==> src/rtl/regfile_port_arbiter_pkg.sv <==
// Shared encodings for regfile_port_arbiter: register-file modes, arbiter FSM states and owner ids.
// WORD mirrors the core-wide data word width; REG_MODE_IDLE is distinct from IN/OUT.
package regfile_port_arbiter_pkg;

  localparam int WORD          = 16;
  localparam int RF_ADDR_W     = 6;
  localparam int RF_PROT_LIMIT = 4;

  typedef enum logic [1:0] {
    REG_MODE_IDLE = 2'b00,
    REG_MODE_IN   = 2'b01,
    REG_MODE_OUT  = 2'b10
  } reg_mode_e;

  typedef enum logic [1:0] {
    RARB_IDLE       = 2'b00,
    RARB_WRITE      = 2'b01,
    RARB_RD_ISSUE   = 2'b10,
    RARB_RD_CAPTURE = 2'b11
  } rarb_state_e;

  typedef enum logic {
    OWNER_A = 1'b0,
    OWNER_B = 1'b1
  } owner_e;

  function automatic logic sel_below(input logic [31:0] sel, input logic [31:0] limit);
    return sel < limit;
  endfunction

endpackage

==> src/rtl/regfile_port_arbiter_rr_arb2.sv <==
// Two-way round-robin picker: combinational grant, pointer register that flips away from
// the granted requester only when the caller asserts advance.
module rr_arb2
  import regfile_port_arbiter_pkg::*;
(
  input  logic   clk,
  input  logic   clear_n,
  input  logic   req_a,
  input  logic   req_b,
  input  logic   advance,
  output logic   gnt_valid,
  output owner_e gnt
);

  owner_e ptr_q, ptr_d;

  // Grant selection and pointer update.
  always_comb begin
    gnt_valid = req_a | req_b;
    if (req_a && req_b) begin
      gnt = ptr_q;
    end else if (req_b) begin
      gnt = OWNER_B;
    end else begin
      gnt = OWNER_A;
    end
    if (advance && gnt_valid) begin
      ptr_d = (gnt == OWNER_A) ? OWNER_B : OWNER_A;
    end else begin
      ptr_d = ptr_q;
    end
  end

  // Pointer register.
  always_ff @(posedge clk or negedge clear_n) begin
    if (!clear_n) begin
      ptr_q <= OWNER_A;
    end else begin
      ptr_q <= ptr_d;
    end
  end

endmodule

==> src/rtl/regfile_port_arbiter.sv <==
// Shares the single-port 64x16 register file between requesters A and B with round-robin fairness.
// Define REGARB_CONST_PROTECT_EN to make registers below PROT_LIMIT write-protected (ack with err).
module regfile_port_arbiter
  import regfile_port_arbiter_pkg::*;
#(
  parameter int WIDTH      = WORD,
  parameter int ADDR_W     = RF_ADDR_W,
  parameter int PROT_LIMIT = RF_PROT_LIMIT
) (
  input  logic              clk,
  input  logic              clear_n,
  input  logic              a_req,
  input  logic              a_we,
  input  logic [ADDR_W-1:0] a_sel,
  input  logic [WIDTH-1:0]  a_wdata,
  output logic              a_ack,
  output logic [WIDTH-1:0]  a_rdata,
  output logic              a_err,
  input  logic              b_req,
  input  logic              b_we,
  input  logic [ADDR_W-1:0] b_sel,
  input  logic [WIDTH-1:0]  b_wdata,
  output logic              b_ack,
  output logic [WIDTH-1:0]  b_rdata,
  output logic              b_err,
  output logic [ADDR_W-1:0] rf_sel,
  output logic [1:0]        rf_mode,
  output logic [WIDTH-1:0]  rf_wdata,
  input  logic [WIDTH-1:0]  rf_rdata
);

  rarb_state_e       state_q, state_d;
  owner_e            owner_q, owner_d;
  reg_mode_e         rf_mode_q, rf_mode_d;
  logic [ADDR_W-1:0] rf_sel_q, rf_sel_d;
  logic [WIDTH-1:0]  rf_wdata_q, rf_wdata_d;
  logic              a_ack_q, a_ack_d, b_ack_q, b_ack_d;
  logic              a_err_q, a_err_d, b_err_q, b_err_d;

  logic              gnt_valid, advance, g_we, prot;
  owner_e            gnt;
  logic [ADDR_W-1:0] g_sel;
  logic [WIDTH-1:0]  g_wdata;

  rr_arb2 u_rr_arb2 (
    .clk       (clk),
    .clear_n   (clear_n),
    .req_a     (a_req),
    .req_b     (b_req),
    .advance   (advance),
    .gnt_valid (gnt_valid),
    .gnt       (gnt)
  );

  // Request fields of whichever requester the picker favours this cycle.
  always_comb begin
    if (gnt == OWNER_B) begin
      g_we    = b_we;
      g_sel   = b_sel;
      g_wdata = b_wdata;
    end else begin
      g_we    = a_we;
      g_sel   = a_sel;
      g_wdata = a_wdata;
    end
  end

`ifdef REGARB_CONST_PROTECT_EN
  assign prot = g_we & sel_below(32'(g_sel), 32'(PROT_LIMIT));
`else
  assign prot = 1'b0;
`endif

  // Next-state, grant and register-file command logic; the pointer moves only on contested grants.
  always_comb begin
    state_d    = state_q;
    owner_d    = owner_q;
    rf_sel_d   = rf_sel_q;
    rf_wdata_d = rf_wdata_q;
    rf_mode_d  = REG_MODE_IDLE;
    a_ack_d    = 1'b0;
    b_ack_d    = 1'b0;
    a_err_d    = 1'b0;
    b_err_d    = 1'b0;
    advance    = 1'b0;
    case (state_q)
      RARB_IDLE: begin
        if (gnt_valid) begin
          advance    = a_req & b_req;
          owner_d    = gnt;
          rf_sel_d   = g_sel;
          rf_wdata_d = g_wdata;
          if (g_we) begin
            state_d   = RARB_WRITE;
            rf_mode_d = prot ? REG_MODE_IDLE : REG_MODE_IN;
            a_ack_d   = (gnt == OWNER_A);
            b_ack_d   = (gnt == OWNER_B);
            a_err_d   = prot & (gnt == OWNER_A);
            b_err_d   = prot & (gnt == OWNER_B);
          end else begin
            state_d   = RARB_RD_ISSUE;
            rf_mode_d = REG_MODE_OUT;
          end
        end else begin
          state_d = RARB_IDLE;
        end
      end
      RARB_WRITE: begin
        state_d = RARB_IDLE;
      end
      RARB_RD_ISSUE: begin
        state_d = RARB_RD_CAPTURE;
        a_ack_d = (owner_q == OWNER_A);
        b_ack_d = (owner_q == OWNER_B);
      end
      RARB_RD_CAPTURE: begin
        state_d = RARB_IDLE;
      end
      default: begin
        state_d = RARB_IDLE;
      end
    endcase
  end

  // State and output registers.
  always_ff @(posedge clk or negedge clear_n) begin
    if (!clear_n) begin
      state_q    <= RARB_IDLE;
      owner_q    <= OWNER_A;
      rf_mode_q  <= REG_MODE_IDLE;
      rf_sel_q   <= {ADDR_W{1'b0}};
      rf_wdata_q <= {WIDTH{1'b0}};
      a_ack_q    <= 1'b0;
      b_ack_q    <= 1'b0;
      a_err_q    <= 1'b0;
      b_err_q    <= 1'b0;
    end else begin
      state_q    <= state_d;
      owner_q    <= owner_d;
      rf_mode_q  <= rf_mode_d;
      rf_sel_q   <= rf_sel_d;
      rf_wdata_q <= rf_wdata_d;
      a_ack_q    <= a_ack_d;
      b_ack_q    <= b_ack_d;
      a_err_q    <= a_err_d;
      b_err_q    <= b_err_d;
    end
  end

  assign rf_sel   = rf_sel_q;
  assign rf_mode  = rf_mode_q;
  assign rf_wdata = rf_wdata_q;
  assign a_ack    = a_ack_q;
  assign b_ack    = b_ack_q;
  assign a_err    = a_err_q;
  assign b_err    = b_err_q;
  // Read data is the register file's own registered output, forwarded only to the capturing owner.
  assign a_rdata  = (state_q == RARB_RD_CAPTURE && owner_q == OWNER_A) ? rf_rdata : {WIDTH{1'b0}};
  assign b_rdata  = (state_q == RARB_RD_CAPTURE && owner_q == OWNER_B) ? rf_rdata : {WIDTH{1'b0}};

endmodule
==> config.mk <==
export PLATFORM = sky130hd
export DESIGN_NAME = regfile_port_arbiter
export DESIGN_NICKNAME = d
export VERILOG_FILES = /design/src/rtl/regfile_port_arbiter_pkg.sv /design/src/rtl/regfile_port_arbiter_rr_arb2.sv /design/src/rtl/regfile_port_arbiter.sv
export SDC_FILE = /design/constraint.sdc
export NUM_CORES = 1
export LEC_CHECK = 0
export BUFFER_PORTS_ARGS = -buffer_cell sky130_fd_sc_hd__buf_2
export CORE_MARGIN = 4
export CORE_UTILIZATION = 37
export DETAILED_ROUTE_END_ITERATION = 8
export GPL_TIMING_DRIVEN = 1
export PLACE_DENSITY = 0.85
export SYNTH_ARGS = -nofsm -noshare
export SYNTH_HDL_FRONTEND = slang
export SYNTH_SLANG_ARGS = --single-unit
==> constraint.sdc <==
create_clock -name clk -period 1.4 [get_ports clk]
set_clock_uncertainty 0.1 [all_clocks]
set_input_delay 0.28 -clock clk [delete_from_list [all_inputs] [get_ports clk]]
set_output_delay 0.28 -clock clk [all_outputs]
set_load 0.02 [all_outputs]
Word level (Yosys, flattened, before mapping)
Cells that the tools add are included.
{ "classes": {"shifts": 0, "mux": 20, "reduce_logical": 7, "add_sub_neg": 0, "n_bitwise": 4, "n_div": 0, "mul": 0, "eq_ne": 3, "magnitude_cmp": 0} }
{ "op_table": {"columns": ["op", "count"], "rows": [
  ["$mux 16", 3],
  ["$mux 1", 10],
  ["$mux 2", 3],
  ["$mux 6", 1],
  ["$pmux 2 s3", 1],
  ["$eq 2x2->1 const B", 2],
  ["$logic_and 1x1->1", 4],
  ["$pmux 1 s2", 2],
  ["$eq 2x1->1 const B", 1],
  ["$logic_not 2->1", 1],
  ["$not 1->1", 2],
  ["$reduce_and 2->1", 1],
  ["$reduce_or 2->1", 1],
  ["$and 1x1->1", 1],
  ["$or 1x1->1", 1]
]} }
{ "word_totals": {"mem_count": 0, "latchBits": 0, "output_inout_bits": 60, "romBits": 0, "reg_bits": 30, "mem_bits_rw": 0} }

Longest topological paths before layout
Gate-level depths: netlist of the first run.
{ "logic_depth": {"word_depth": 6, "ltp_mapped": 7, "mapped_depth_nobuf": 3} }

Modules after synthesis
A second synthesis of the first run with hierarchy kept.
{ "unflattened": {"cells_unflattened": 141, "area_unflattened_um2": 1714.1} }
{ "modules_own_cells": {"columns": ["mod", "instances", "area_each_um2", "seq_area_each_um2", "cells_per_inst"], "rows": [
  ["regfile_port_arbiter", 1, 1660.3, 725.7, 135],
  ["rr_arb2", 1, 53.8, 25.0, 6]
]} }

Least setup slack after synthesis of the first run
OpenSTA, ideal clock, no wires.
{ "synth_path": {"kind": "register -> output", "start": "reg owner_q", "end": "out a_rdata[10]", "path_stages_with_launch": 5, "arrival_ps": 1111, "path_buffers": 1, "slack_ps": -91, "cell_sequence": "dfrtp_1 -> inv_2 -> and3_1 -> clkbuf_1 -> and2_1"} }
{ "synth_between": {"elab_chain_cells": 3} }
{ "synth_rtl": {"columns": ["item", "line", "rtl"], "rows": [
  ["from (decl)", "regfile_port_arbiter.sv:33", "owner_e owner_q, owner_d;"],
  ["from (signal assigned)", "regfile_port_arbiter.sv:139", "owner_q <= owner_d;"],
  ["$not 1->1", "regfile_port_arbiter.sv:158", "assign a_rdata = (state_q == RARB_RD_CAPTURE && owner_q == OWNER_A) ? rf_rdata : {WIDTH{1'b0}};"],
  ["$logic_and 1x1->1", "regfile_port_arbiter.sv:158", null],
  ["$mux 16", "regfile_port_arbiter.sv:158", null],
  ["to (decl)", "regfile_port_arbiter.sv:17", "output logic [WIDTH-1:0] a_rdata,"]
]} }
Every way passes these cells.

Final worst setup path of the first run
{ "layout_path": {"start": "reg owner_q", "end": "out a_rdata[5]"} }
The elaborated chain is that of the path after synthesis.

==> results.yml, run 1 <==
run_status:
  status: "finished, violations left"
  violations: "setup timing"
flow_run:
  max-cap-violations: 0
drt:
  drtPass1Iterations: 4
  avgRoutedWirePerCell_um: 15.3
  num_vias: 2071
  drc: 0
  via_per_inst: 5.10
  drt.antenna.violating_nets: 0
  drt-initial-drc-count: 97
  drt-total-wl_um: 6200
sta:
  fin_tns_setup_ps: -9040
  worst_slack_ps: -268
  final-max-slew-violation-count: 0
  rsz0062_at_grt: "yes"
  max_freq_mhz: 600
  fin_hold_ws_ps: 171
  finalCritPeriodShare_pct: 119
  setup_viol_count_final: 54
  finalHoldViolCount: 0
  fin_crit_ps: 1670
synth:
  synth_area_leader_cell: "dfrtp_1"
  synthCells: 199
  synth_area_per_cell_sq_um: 9.14
  ys_ff_latch: 30
  netlist_area_sq_um: 1820
  yosys_warnings: 0
  yosysSeqAreaShare_pct: 41.3
  synth_top_area_share_pct: 41.3
  yosysUniqueCellTypes: 30
  synthTopCellsByArea: "dfrtp_1, a31oi_2, and2_1"
hold_path:
  min_to: "rf_sel[5]"
  hp-class: "in -> reg"
  whs_path_depth: 3
  hold_start: "a_sel[5]"
global_routing:
  grt_use_total_pct: 20.7
  antenna_found_initial: 0
  grt_max_degree: 31
  grt.overflow.total: 0
  grt_first_pass_wirelength_um: 9940
  grt_pass1_vias: 2081
layout:
  drive_above_1_share_pct: 59.9
  nets: 404
  antenna_cells: 0
  utilization_pct: 65.1
  area_delta_synth_final_pct: 70.2
  final_cell_area_sq_um: 3090
  fill_cells: 395
pwr:
  leakagePower_nw: 1.46
  cellPowerDensity_nw_per_um2: 1960
  vdd_drop_max_uv: 986
place:
  dpl_cell_area_sq_um: 2580
  place.port_buffers: 123
  dp_hpwl_um: 4270
  place_congestion: 0.748
critical_path:
  cp-startpoint: "owner_q"
  cp.required_ps: 1020
  r2r_start: "state_q[1]"
  worst_setup_path_start_kind: "flop"
  worstPathMaxFanout: 8
  worstSetupEndpointType: "output port"
  worstPathArrival_ps: 1290
  rr_endpoint: "rf_wdata[6]"
  crit_type: "reg -> out"
  r2r_cells: 6
  r2r_setup_slack_ps: -100
cts:
  cts_root_buffer: "clkbuf_8"
  tritoncts: "built"
  cts_buffers: 5
  insertion_delay_ps: 280
  cts_sinks: 30
  cts_max_level: 2
  clk_pin_slew_ps: 60
  clockBufferDepth: 2
floorplan:
  ios: 126
  die_width_um: 78.1
  core_sq_um: 4750
  die_h_um: 78.1
  start_util_pct: 38.2
  die_area_sq_um: 6100
  rows: 25
synth_stat cells:
master	count
a21boi_1	1
a21oi_1	23
a2bb2oi_1	1
a31oi_1	3
a31oi_2	19
and2_1	32
and2_4	1
and3_1	3
buf_2	1
buf_4	2
buf_6	4
clkbuf_1	14
conb_1	1
dfrtp_1	30
inv_1	1
inv_2	1
nand2_1	3
nand2b_1	2
nand3_1	23
nor2_1	2
nor2b_1	1
nor3_1	1
o21a_1	1
o21ai_0	23
o21ai_1	1
o2bb2ai_1	1
o31ai_1	1
or2_1	1
or3_1	1
xor2_1	1
where the power goes:
part           switching (mW)  internal [mW]
Sequential              0.230           1.29
Clock                   0.315          0.496
Combinational            1.96           1.76
Total                    2.51           3.55
cells by family after synthesis:
| kind of cell | synth area share (%) |
|---|---|
| AO/OA/AOI/OAI | 29.3 |
| AND/OR/NAND/NOR | 21.9 |
| flip-flops | 41.3 |
| buffers and inverters | 6.88 |
| XOR/XNOR | 0.482 |
| other | 0.206 |
critical path, cell delays in order (launching register included):
cell	delay [ps]
dfrtp_1	400
inv_2	80
and3_4	250
and2_4	160
buf_6	110
state kept, by name, indices dropped and copies added, names as in the netlist:
register and count:
state_q 2, rf_wdata 16, u_rr_arb2.ptr_q 1, owner_q 1, rf_mode 2, rf_sel 6
a_ack 1, b_ack 1
worst max path at each step:
stage	depth (start not counted)	endpoint	slack [ps]
6_report	4	a_rdata[5]	-270
3_3_place_gp	4	a_rdata[6]	-120
5_1_grt	4	a_rdata[5]	-330
4_1_cts	4	a_rdata[3]	-260
3_5_place_dp	4	a_rdata[14]	-190
2_1_floorplan	7	rf_mode[0]	-30
per-stage QoR:
stage	total power [mW]	worst slack (ps)	instances
floorplan	3.47	-34.1	200
global placement	4.39	-120	386
detailed placement	4.47	-185	386
CTS	5.88	-259	403
global route	6.46	-334	406
finish	6.06	-268	406
cell usage in the layout (no fill, tap or decap), types with 2 or more instances in the layout:
cell type	n
buf_2	91
buf_6	31
dfrtp_1	30
a21oi_1	23
o21ai_0	23
nand3_1	23
buf_4	20
and2_4	19
a31oi_2	19
and2_1	15
clkbuf_8	8
buf_12	5
and3_4	3
a31oi_1	3
nand2b_1	2
nand2_1	2
conb_1	2
metal layers:
metal  GRT usage, %  up-vias  routed length, um
met5              0        -                  0
li1               -      991                  -
met4           5.24        0                 48
met1           22.9      959               2370
met3           7.11        6                646
met2           37.7      115               3140
what timing repair did:
| item | in CTS | in global routing |
|---|---|---|
| pin swaps | 4 | 13 |
| buffers inserted | 4 | 3 |
| endpoints found under the setup margin | 55 | 60 |
| cloned | 4 | 0 |
| hold buffers | 1 | 0 |
| endpoints found under the hold margin | 30 | 0 |
| gates resized for setup | 72 | 18 |
area by class of cell:
cell class | count | area (sq um) | area share [%]
Tap cell | 67 | 83.8 | 2.71
Inverter | 2 | 7.51 | 0.243
Sequential cell | 30 | 751 | 24.3
Multi-Input combinational cell | 150 | 1040 | 33.8
Timing Repair Buffer | 149 | 1100 | 35.5
Clock buffer | 8 | 110 | 3.56
No activity file was read; power rests on OpenSTA's default activity.
==> run 2, diff against run 1 <==
--- a/config.mk
+++ b/config.mk
@@ -5,12 +5,13 @@
 export SDC_FILE = /design/constraint.sdc
 export NUM_CORES = 1
 export LEC_CHECK = 0
-export BUFFER_PORTS_ARGS = -buffer_cell sky130_fd_sc_hd__buf_2
+export BUFFER_PORTS_ARGS = -buffer_cell sky130_fd_sc_hd__clkbuf_2
 export CORE_MARGIN = 4
 export CORE_UTILIZATION = 37
 export DETAILED_ROUTE_END_ITERATION = 8
 export GPL_TIMING_DRIVEN = 1
 export PLACE_DENSITY = 0.85
+export SKIP_LAST_GASP = 1
 export SYNTH_ARGS = -nofsm -noshare
 export SYNTH_HDL_FRONTEND = slang
 export SYNTH_SLANG_ARGS = --single-unit
==> run 2 against run 1 <==
- the run still ends with setup timing left
- die area unchanged
- sequential power about the same
- combinational power fell by 3%
- routed wire length increased by 0.84%
- worst hold slack lost 6.7 ps
- cell count fell by 0.74%
- clock power is 22% lower
- first-iteration DRC count decreased by 27%
- sequential cell count did not move
- via count fell by 1.7%
- critical endpoint is now b_rdata[10]
==> results.yml, run 2 (same netlist as run 1, synthesis figures left out) <==
hold_path:
  hp-class: "in -> reg"
sta:
  finalHoldViolCount: 0
  rsz0062_at_grt: "yes"
  finalCritPeriodShare_pct: 118
  setup_viol_count_final: 43
  max_freq_mhz: 603
  final-max-slew-violation-count: 0
  fin_crit_ps: 1660
  worst_slack_ps: -259
layout:
  area_delta_synth_final_pct: 65.9
  final_cell_mix: "clkbuf_2, dfrtp_1, o21ai_0, nand3_1, a21oi_1"
  largest_reg_flops: 16
  seq_area_sq_um: 751
  multi_input_area_sq_um: 1060
  fill_cells: 412
  mostFrequentLayoutCell: "clkbuf_2"
  antenna_cells: 0
  nets: 402
  drive_above_1_share_pct: 59.2
critical_path:
  crit_type: "reg -> out"
  worst_setup_path_start_kind: "flop"
  crit_chain: "and3_4 > and2_2 > clkbuf_2"
  critical-path-top-delay-family: "simple AND/OR/NAND/NOR gates"
  cp_num_buf_inv: 1
  worstPathMaxFanout: 16
  slowest_delay_ps: 420
  cp.required_ps: 1020
  cp_slowest_cell: "dfrtp_1"
  r2r_setup_slack_ps: -30
  worstPathArrival_ps: 1280
  worstSetupEndpointType: "output port"
pwr:
  vdd_drop_max_uv: 1380
  leakagePower_nw: 1.44
  p_total_mw: 5.79
  cellPowerDensity_nw_per_um2: 1920
global_routing:
  grt_max_degree: 24
  grt_use_total_pct: 20.0
  grt.overflow.total: 0
  grt_pass1_vias: 1982
  grt_first_pass_wirelength_um: 9540
  antenna_found_initial: 0
drt:
  drc: 0
  drt.antenna.violating_nets: 0
  avgRoutedWirePerCell_um: 15.5
  drt-total-wl_um: 6260
  via_per_inst: 5.05
  num_vias: 2036
  drtPass1Iterations: 4
  drt-initial-drc-count: 71
floorplan:
  die_width_um: 78.1
  ios: 126
  die_h_um: 78.1
  core_sq_um: 4750
  rows: 25
  start_util_pct: 38.2
  die_area_sq_um: 6100
place:
  pre_cts_ws_ps: -125
  place.port_buffers: 123
  place_congestion: 0.717
  dp_hpwl_um: 4340
cts:
  clk_pin_slew_ps: 60
  clockBufferDepth: 2
  tritoncts: "built"
  cts_max_level: 2
  insertion_delay_ps: 270
  cts_buffers: 5
  cts_sinks: 30
  cts_root_buffer: "clkbuf_8"
flow_run:
  max-cap-violations: 0
run_status:
  violations: "setup timing"
  status: "finished, violations left"
-- run 2: cell types whose count changed in the layout (fill, tap and decap cells not counted), moves of 2 or more --
| cell | change |
|---|---|
| buf_2 | -91 |
| buf_4 | -8 |
| buf_6 | -27 |
| buf_8 | +17 |
| clkbuf_1 | +2 |
| clkbuf_2 | +107 |
| clkbuf_8 | -3 |
-- run 2: per-stage QoR --
stage	hold WS [ps]	std cells	TNS (ps)	instance area [sq um]	util, %
5_1_grt	176	403	-11640	3020	63.4
4_1_cts	160	400	-8140	2900	61.1
6_report	165	403	-7970	3020	63.4
2_1_floorplan	-116	200	-318	1850	-
3_3_place_gp	133	386	-1290	2610	54.9
3_5_place_dp	135	386	-2570	2610	54.9
-- run 2: worst min-delay path: stages --
cell      delay [ps]
clkbuf_2          70
o21ai_0           60
a31oi_1           80
-- run 2: power by group --
part / internal [mW] / switching, mW / total, mW
logic: 1.64 / 1.97 / 3.61
clock network: 0.341 / 0.293 / 0.635
registers: 1.29 / 0.252 / 1.55
-- run 2: timing repair --
item | 4_1_cts | 5_1_grt
hold endpoints to repair | 14 | 0
cloned | 3 | 2
pin swaps | 7 | 4
setup endpoints to repair | 55 | 58
gates resized for setup | 45 | 36
buffers inserted | 4 | 1
hold buffers | 1 | 0
-- run 2: layout make-up --
cell class,instances,share of cell area (%)
timing repair buffer,146,34.5
sequential,30,24.9
tap,67,2.78
inverter,2,0.249
multi-input combinational,151,35.0
clock buffer,7,2.53
-- run 2: final timing paths --
kind	startpoint	to	depth (start not counted)
worst max-delay path	state_q[0]	b_rdata[10]	3
worst min register to register	u_rr_arb2.ptr_q	u_rr_arb2.ptr_q	1
worst max register to register	state_q[0]	rf_wdata[8]	6
min in group asynchronous	clear_n	rf_wdata[0]	2
max in group asynchronous	clear_n	rf_wdata[14]	3
worst min-delay path	a_sel[1]	rf_sel[1]	3
-- run 2: layer usage --
metal | GRT usage [%] | vias up | routed length [um] | part of all wire (%)
li1 | - | 986 | - | -
met1 | 22.8 | 933 | 2390 | 38
met2 | 35.6 | 111 | 3180 | 51
met3 | 6.31 | 6 | 623 | 10
met4 | 6.12 | 0 | 65 | 1.0
met5 | 0 | - | 0 | 0
==> run 3, diff against run 2 <==
--- a/config.mk
+++ b/config.mk
@@ -11,6 +11,7 @@
 export DETAILED_ROUTE_END_ITERATION = 8
 export GPL_TIMING_DRIVEN = 1
 export PLACE_DENSITY = 0.85
+export SETUP_SLACK_MARGIN = 0.4
 export SKIP_LAST_GASP = 1
 export SYNTH_ARGS = -nofsm -noshare
 export SYNTH_HDL_FRONTEND = slang
==> run 3 against run 2 <==
- the run still ends with setup timing left
- setup slack got worse by 35 ps
- clock power rose by 30%
- count of clock-buffer cells in the layout rose by 1
- maximum frequency fell by 2.0%
- global-route usage rose by 1.6 points
- cell count rose by 8.2%
- combinational power rose by 57%
- critical endpoint is now a_rdata[9]
- largest power group unchanged
- highest routed layer unchanged
==> results.yml, run 3 (same netlist as run 1, synthesis figures left out) <==
run_status:
  status: "finished, violations left"
  violations: "setup timing"
global_routing:
  grt_first_pass_wirelength_um: 10500
  antenna_found_initial: 0
  grt.overflow.total: 0
  grt_use_total_pct: 21.6
  grt_pass1_vias: 2154
  grt_max_degree: 31
floorplan:
  ios: 126
  rows: 25
  die_width_um: 78.1
  start_util_pct: 38.2
  core_sq_um: 4750
  die_h_um: 78.1
  die_area_sq_um: 6100
pwr:
  cellPowerDensity_nw_per_um2: 2090
  vdd_drop_max_uv: 1320
  p_clk_share_pct: 10.1
  p_sw_share_pct: 40.1
  seq_power_share_pct: 20.5
  p_total_mw: 8.16
  leakagePower_nw: 1.76
  p_sw_mw: 3.27
  p_int_mw: 4.89
  combPwrFrac_pct: 69.4
layout:
  antenna_cells: 0
  largest_reg_flops: 16
  utilization_pct: 82.0
  drive_above_1_share_pct: 74.8
  final_cell_mix: "clkbuf_2, buf_4, and2_4, buf_8, buf_6"
  mostFrequentLayoutCell: "clkbuf_2"
  area_delta_synth_final_pct: 115
  nets: 434
cts:
  cts_sinks: 30
  cts_buffers: 5
  insertion_delay_ps: 290
  cts_max_level: 2
  clk_pin_slew_ps: 60
  tritoncts: "built"
  cts_root_buffer: "clkbuf_8"
  clockBufferDepth: 2
sta:
  finalHoldViolCount: 0
  finalCritPeriodShare_pct: 121
  slew_headroom_pct: 60.9
  setup_viol_count_final: 62
  worst_slack_ps: -293
  fin_hold_ws_ps: 143
  rsz0062_at_grt: "yes"
  tightest_slew_ps: 585
  max_freq_mhz: 591
  final-max-slew-violation-count: 0
  fin_tns_setup_ps: -12870
  fin_crit_ps: 1690
critical_path:
  cp.required_ps: 1020
  worst_setup_path_start_kind: "flop"
  critical-path-top-delay-family: "flip-flops"
  crit_type: "reg -> out"
  cp_num_buf_inv: 2
  worstSetupEndpointType: "output port"
  worstPathMaxFanout: 8
  cp_slowest_cell: "dfrtp_1"
  crit_chain: "inv_2 > and3_4 > and2_4 > buf_8"
  worstPathArrival_ps: 1310
  slowest_delay_ps: 420
drt:
  drt.antenna.violating_nets: 0
  drt-total-wl_um: 7950
  drc: 0
  via_per_inst: 5.24
  drt-initial-drc-count: 80
  avgRoutedWirePerCell_um: 18.2
  num_vias: 2286
  drtPass1Iterations: 4
place:
  place.port_buffers: 123
  dp_hpwl_um: 4400
  place_congestion: 0.753
flow_run:
  max-cap-violations: 0
hold_path:
  hp-class: "in -> reg"
run 3: cell types whose count changed in the layout (fill, tap and decap cells not counted), sizes merged:
cell    previous run  this run
buf               37       103
clkbuf           115        81
and3               4         5
run 3: worst paths after layout:
kind                                 start               to  slack (ps)  depth (start not counted)
max                                owner_q       a_rdata[9]        -290                          4
min                            b_wdata[15]     rf_wdata[15]         140                          3
max reg2reg                     state_q[1]      rf_wdata[3]        -220                          8
min reg2reg                u_rr_arb2.ptr_q  u_rr_arb2.ptr_q         420                          1
max in group asynchronous          clear_n       state_q[1]         560                          3
min in group asynchronous          clear_n       rf_mode[1]         400                          3
run 3: worst register-to-register path, stage by stage, from the launching register on:
cell	delay, ps
dfrtp_2	440
buf_6	130
buf_6	110
nor2_4	150
buf_12	140
buf_6	90
buf_8	130
a21oi_1	110
a31oi_4	150
run 3: cell type report:
class | instances | area, sq um
clock buffer | 8 | 110
timing repair buffer | 177 | 1620
fill | 259 | 855
tap | 67 | 83.8
inverter | 2 | 7.51
sequential | 30 | 753
multi-input combinational | 152 | 1330
run 3: metal layers:
metal	up-vias	wire, um	GRT usage [%]
li1	1047	-	-
met2	127	4310	41.4
met5	-	0	0
met3	23	618	4.59
met1	1089	2780	23.5
met4	0	248	6.99
run 3: what timing repair did:
action / in CTS / in global routing
hold buffers: 1 / 0
pin swaps: 13 / 40
endpoints found under the setup margin: 88 / 118
gates resized for setup: 96 / 136
gates cloned: 6 / 0
setup buffers: 16 / 19
hold endpoints to repair: 30 / 0
run 3: stage by stage:
step / cells / worst slack (ps) / area (sq um)
CTS: 417 / -298 / 3350
global route: 436 / -338 / 3900
finish: 436 / -293 / 3900
detailed placement: 386 / -71.2 / 2640
global placement: 386 / -26.7 / 2640
floorplan: 200 / -32.5 / 1960
run 3: power groups by stage:
| stage | sequential [mW] | clock (mW) | combinational, mW |
|---|---|---|---|
| after global routing | 1.71 | 0.875 | 5.93 |
| after detailed placement | 1.56 | 0 | 3.01 |
| after floorplan | 1.99 | 0 | 1.63 |
| after global placement | 1.55 | 0 | 2.94 |
| final | 1.67 | 0.825 | 5.66 |
| after CTS | 1.57 | 0.816 | 4.10 |
